### src/rtl/llc_update_sched_pkg.sv
// Shared cache types for the LLC update scheduler: the default set-index width
// and the state encoding used by the sweep FSM.
package llc_update_sched_pkg;

    localparam int LLC_SET_BITS = 9;

    typedef enum logic [1:0] {
        IDLE        = 2'd0,
        RST_SWEEP   = 2'd1,
        FLUSH_SWEEP = 2'd2,
        DONE        = 2'd3
    } llc_update_sched_state_t;

endpackage

### src/rtl/llc_sweep_counter.sv
// Set-index counter for LLC sweeps; flags the terminal set so the FSM can stop
// without writing a wrapped index.
module llc_sweep_counter #(
    parameter int WIDTH = 9
) (
    input  logic             clk,
    input  logic             rst,
    input  logic             enable,
    input  logic             clear,
    output logic [WIDTH-1:0] count,
    output logic             last
);

    logic [WIDTH-1:0] count_d;
    logic [WIDTH-1:0] count_q;

    // Next count: clear wins over enable.
    always_comb begin
        count_d = count_q;
        if (clear) begin
            count_d = {WIDTH{1'b0}};
        end else if (enable) begin
            count_d = count_q + WIDTH'(1);
        end else begin
            count_d = count_q;
        end
    end

    // Count register.
    always_ff @(posedge clk or posedge rst) begin
        if (rst) begin
            count_q <= {WIDTH{1'b0}};
        end else begin
            count_q <= count_d;
        end
    end

    assign count = count_q;
    assign last  = &count_q;

endmodule

### src/rtl/llc_update_sched.sv
// Arbitrates the LLC tag-array write port between normal updates and reset/flush
// sweeps, with a starvation guard so flush sweeps keep making progress.
module llc_update_sched
    import llc_update_sched_pkg::*;
#(
    parameter int SET_BITS     = LLC_SET_BITS,
    parameter int STARVE_LIMIT = 8
) (
    input  logic                clk,
    input  logic                rst,
    input  logic                rst_req_valid,
    output logic                rst_req_ready,
    input  logic                flush_req_valid,
    output logic                flush_req_ready,
    input  logic                upd_valid,
    output logic                upd_ready,
    output logic                sweep_wr_en,
    output logic                sweep_is_flush,
    output logic [SET_BITS-1:0] sweep_set,
    output logic                done_valid,
    input  logic                done_ready,
    output logic                busy
);

    localparam int STARVE_W = (STARVE_LIMIT < 1) ? 1 : $clog2(STARVE_LIMIT + 1);

    llc_update_sched_state_t state_d;
    llc_update_sched_state_t state_q;
    logic [STARVE_W-1:0]     starve_d;
    logic [STARVE_W-1:0]     starve_q;

    logic                rst_rdy_s;
    logic                flush_rdy_s;
    logic                upd_rdy_s;
    logic                wr_en_s;
    logic                is_flush_s;
    logic                done_s;
    logic                cnt_clear_s;
    logic                cnt_last_s;
    logic [SET_BITS-1:0] cnt_s;

    // Counter is held at zero outside sweeps, so every sweep starts at set 0.
    assign cnt_clear_s = (state_q == IDLE) || (state_q == DONE);

    llc_sweep_counter #(
        .WIDTH (SET_BITS)
    ) u_cnt (
        .clk    (clk),
        .rst    (rst),
        .enable (wr_en_s),
        .clear  (cnt_clear_s),
        .count  (cnt_s),
        .last   (cnt_last_s)
    );

    // Next-state and per-state handshake/strobe decode.
    always_comb begin
        state_d     = state_q;
        starve_d    = starve_q;
        rst_rdy_s   = 1'b0;
        flush_rdy_s = 1'b0;
        upd_rdy_s   = 1'b0;
        wr_en_s     = 1'b0;
        is_flush_s  = 1'b0;
        done_s      = 1'b0;
        case (state_q)
            IDLE: begin
                rst_rdy_s   = 1'b1;
                flush_rdy_s = ~rst_req_valid;
                upd_rdy_s   = upd_valid;
                starve_d    = {STARVE_W{1'b0}};
                if (rst_req_valid) begin
                    state_d = RST_SWEEP;
                end else if (flush_req_valid) begin
                    state_d = FLUSH_SWEEP;
                end else begin
                    state_d = IDLE;
                end
            end
            RST_SWEEP: begin
                wr_en_s = 1'b1;
                if (cnt_last_s) begin
                    state_d = DONE;
                end else begin
                    state_d = RST_SWEEP;
                end
            end
            FLUSH_SWEEP: begin
                // Updates win until STARVE_LIMIT grants in a row, then one set is forced.
                if (upd_valid && (starve_q < STARVE_W'(STARVE_LIMIT))) begin
                    upd_rdy_s = 1'b1;
                    starve_d  = starve_q + STARVE_W'(1);
                end else begin
                    wr_en_s    = 1'b1;
                    is_flush_s = 1'b1;
                    starve_d   = {STARVE_W{1'b0}};
                    if (cnt_last_s) begin
                        state_d = DONE;
                    end else begin
                        state_d = FLUSH_SWEEP;
                    end
                end
            end
            DONE: begin
                done_s    = 1'b1;
                upd_rdy_s = upd_valid;
                if (done_ready) begin
                    state_d = IDLE;
                end else begin
                    state_d = DONE;
                end
            end
            default: begin
                state_d  = IDLE;
                starve_d = {STARVE_W{1'b0}};
            end
        endcase
    end

    // FSM and starvation counter registers.
    always_ff @(posedge clk or posedge rst) begin
        if (rst) begin
            state_q  <= IDLE;
            starve_q <= {STARVE_W{1'b0}};
        end else begin
            state_q  <= state_d;
            starve_q <= starve_d;
        end
    end

    // Reset forces every output low immediately, even mid-cycle.
    assign rst_req_ready   = ~rst & rst_rdy_s;
    assign flush_req_ready = ~rst & flush_rdy_s;
    assign upd_ready       = ~rst & upd_rdy_s;
    assign sweep_wr_en     = ~rst & wr_en_s;
    assign sweep_is_flush  = ~rst & is_flush_s;
    assign sweep_set       = rst ? {SET_BITS{1'b0}} : cnt_s;
    assign done_valid      = ~rst & done_s;
    assign busy            = ~rst & (state_q != IDLE);

endmodule

### config.mk
export PLATFORM = sky130hd
export DESIGN_NAME = llc_update_sched
export DESIGN_NICKNAME = d
export VERILOG_FILES = /design/src/rtl/llc_update_sched_pkg.sv /design/src/rtl/llc_sweep_counter.sv /design/src/rtl/llc_update_sched.sv
export SDC_FILE = /design/constraint.sdc
export NUM_CORES = 1
export LEC_CHECK = 0
export ABC_AREA = 1
export CAP_MARGIN = 10
export CELL_PAD_IN_SITES_DETAIL_PLACEMENT = 2
export CELL_PAD_IN_SITES_GLOBAL_PLACEMENT = 2
export CORE_MARGIN = 2
export CORE_UTILIZATION = 29
export DETAILED_ROUTE_END_ITERATION = 12
export PLACE_DENSITY = 0.87
export RECOVER_POWER = 25
export REMOVE_ABC_BUFFERS = 1
export SLEW_MARGIN = 20
export SYNTH_ARGS = -nofsm -noshare
export SYNTH_HDL_FRONTEND = slang
export SYNTH_HIERARCHICAL = 1
export SYNTH_SLANG_ARGS = --single-unit
export TNS_END_PERCENT = 5
### constraint.sdc
create_clock -name clk -period 4.38 [get_ports clk]
set_input_delay 0.657 -clock clk [delete_from_list [all_inputs] [get_ports clk]]
set_output_delay 0.657 -clock clk [all_outputs]
set_load 0.005 [all_outputs]
==> results.py <==
metrics = {
    "outcome": {
        "status": "completed",
    },
    "global_route": {
        "gr-usage-all-layers": 0.175,
        "grt_max_degree": 18,
        "antenna_found_initial": 0,
        "grt_pass1_wl_mm": 5.55,
        "grt_pass1_vias": 1162,
        "overflow": 0,
    },
    "sta": {
        "clock_skew_ns": 0.00178,
        "slew_violations": 0,
        "setup-violations-final": 0,
        "relSlewSlack": 0.497,
        "hold_viol": 0,
        "tns_ns": 0,
        "rsz0062_at_grt": "no",
        "worst_pin_slew_ns": 0.754,
        "min_period_over_period": 0.771,
        "period_minus_slack_ns": 3.38,
        "fmax_mhz": 296,
    },
    "synth": {
        "synth_top_area_cell": "dfrtp_1",
        "synth_seq_area_share": 0.359,
        "synth_area_um2": 1040,
        "netlist_instances": 151,
        "synth.area.top_cells": "dfrtp_1 (36%), ha_1 (11%), inv_1 (11%), nand2_1 (11%), nor2_1 (9.3%)",
        "ys_ff_latch": 15,
        "synth_top_area_frac": 0.359,
        "syn_area_per_cell_um2": 6.92,
        "synth_cell_type_count": 19,
        "yosys_warnings": 6,
    },
    "placement": {
        "io_buffers": 21,
        "gp_congestion": 0.859,
        "placed_area_um2": 1310,
        "hpwl_mm": 2.62,
        "place_inst": 217,
    },
    "floorplanning": {
        "die_h_um": 64.0,
        "start_util": 0.308,
        "core-area_um2": 3390,
        "dieArea_um2": 4100,
        "die_w_um": 64.0,
        "rows": 21,
        "io_pins": 22,
    },
    "critical_path": {
        "crit_type": "in -> out",
        "path_delay_family": "buffers and inverters",
        "max_stage_delay_ns": 0.58,
        "crit_fanout": 17,
        "cp_slowest_cell": "clkbuf_1",
        "rrSetupSlack_ns": 2.30,
        "crit_chain": "dlygate4sd3_1 > clkbuf_1 > inv_1 > nand2_1 > a21oi_1 > clkdlybuf4s50_1",
        "crit_path_end_kind": "output pin",
        "worstPathArrival_ns": 2.72,
        "path_buf_inv": 4,
        "cp-start-kind": "input pin",
        "critPathRequiredTime_ns": 3.72,
    },
    "clock_network": {
        "ctsHoldBuffers": 0,
        "clkSlewWorstSetupHoldPaths_ns": 0.09,
        "cts.path.max_buffers": 2,
        "cts.repair.resized": 0,
        "cts.sinks": 15,
        "clkLatencyLatePin_ns": 0.29,
        "htreeDepth": 1,
        "postCtsSetupRepairBufs": 0,
        "cts_buffers": 3,
        "cts_tree": "yes",
        "cts_root_buf": "clkbuf_4",
    },
    "detailed_routing": {
        "route.detailed.drc": 0,
        "drt_first_pass_iters": 3,
        "ant_nets": 0,
        "post_drt_wl_per_cell_um": 14.5,
        "drt-initial-drc-count": 15,
        "vias": 1046,
        "via_per_inst": 4.73,
        "routed_wl_mm": 3.21,
    },
    "layout": {
        "drive_gt1_frac": 0.0514,
        "final_area_um2": 1330,
        "syn_to_final_growth_pct": 27.7,
        "instances_no_fill": 221,
        "fillerInstances": 413,
        "seqCellArea_um2": 375,
        "antennaDiodeCount": 0,
        "multi_input_area_um2": 543,
        "final_nets": 191,
        "fin_util": 0.394,
    },
    "power": {
        "pwr-share-seq": 0.582,
        "clockPowerShare": 0.345,
        "ir_drop_v": 0.000121,
        "p_per_area_nw_per_um2": 178,
        "p_sw_frac": 0.239,
        "internal_power_w": 0.000181,
        "total_leakage_power_nw": 0.666,
        "switching_power_w": 0.0000570,
        "p_comb_frac": 0.073,
    },
    "hold_path": {
        "hold_class": "reg -> reg",
    },
    "flow_run": {
        "drv_cap": 0,
    },
}
## registers in the layout (all words and copies together) (netlist names)
register     cells
starve_q         4
state_q          2
u_cnt/count      9
## path summary, 6_finish.rpt
path | start | endpoint | depth (start not counted)
min | u_cnt/count[8]$_DFFE_PP0P_ | u_cnt/count[8]$_DFFE_PP0P_ | 2
min in group asynchronous | rst | state_q[0]$_DFFE_PP0P_ | 3
max reg2reg | state_q[1]$_DFFE_PP0P_ | u_cnt/count[7]$_DFFE_PP0P_ | 10
max in group asynchronous | rst | u_cnt/count[8]$_DFFE_PP0P_ | 3
max | rst | upd_ready | 6
min reg2reg | u_cnt/count[8]$_DFFE_PP0P_ | u_cnt/count[8]$_DFFE_PP0P_ | 2
## power by group through the flow
stage / clock [W] / sequential (W) / combinational, W
2_1_floorplan: 0 / 0.000141 / 0.00000434
3_3_place_gp: 0 / 0.000141 / 0.0000178
4_1_cts: 0.0000861 / 0.000138 / 0.0000187
5_1_grt: 0.0000933 / 0.000138 / 0.0000196
3_5_place_dp: 0 / 0.000141 / 0.0000186
6_report: 0.0000821 / 0.000138 / 0.0000174
## per-layer routing
metal	up-vias	routed length, um	track usage	part of all wire
li1	515	-	-	-
met1	512	1310	0.194	0.41
met2	17	1770	0.339	0.55
met3	2	111	0.0440	0.035
met4	0	14	0.0245	0.0044
met5	-	0	0	0
## logic make-up (layout without fill, tap and decap cells)
family	Yosys count	in the layout	share of synthesized area
xor gates and xnor gates	1	1	0.00838
and+or+nand+nor	79	79	0.335
DFF	15	15	0.359
AOI/OAI and AO/OA	14	14	0.0683
buffers and inverters	33	57	0.121
adders and majority gates	9	9	0.108
## worst min-delay path: stages (launching register included)
cell and delay, ns:
dfrtp_1 0.39, nand2_1 0.07, nand2_1 0.06
## layout by cell type (no fill, tap or decap), drive strengths merged
cell type	instances
ha	9
inv	31
nand2	30
nor3	2
clkdlybuf4s50	20
xnor2	1
clkbuf	4
o22ai	1
a21oi	7
nor2	28
clkinv	1
nand4	4
nor3b	1
dfrtp	15
o21ai	6
dlygate4sd3	1
nand3	14
## cell type report
cell class | instances | area share
inverters | 31 | 0.0872
multi-input cells | 103 | 0.407
clock buffers | 3 | 0.0169
flip-flops and latches | 15 | 0.281
clock inverters | 1 | 0.00375
well taps | 46 | 0.0432
repair buffers | 22 | 0.160
## per-stage QoR
step,power [W],worst slack (ns),hold slack [ns]
floorplan,0.000145,2.62,0.456
global placement,0.000159,1.54,0.487
detailed placement,0.000160,1.47,0.533
CTS,0.000243,1.46,0.558
global route,0.000251,0.751,0.585
finish,0.000238,1.00,0.544
## cell usage after synthesis
cell type and n:
inv_1 30, nand2_1 30, nor2_1 26, dfrtp_1 15, nand3_1 12, ha_1 9, a21oi_1 7, o21ai_0 6
nand4_1 4, nand3_2 2, nor3_1 2, buf_2 1, clkbuf_2 1, inv_2 1, nor2_2 1, nor2_4 1
nor3b_1 1, o22ai_1 1, xnor2_1 1
Note: power is estimated with default switching activity, not from simulation.
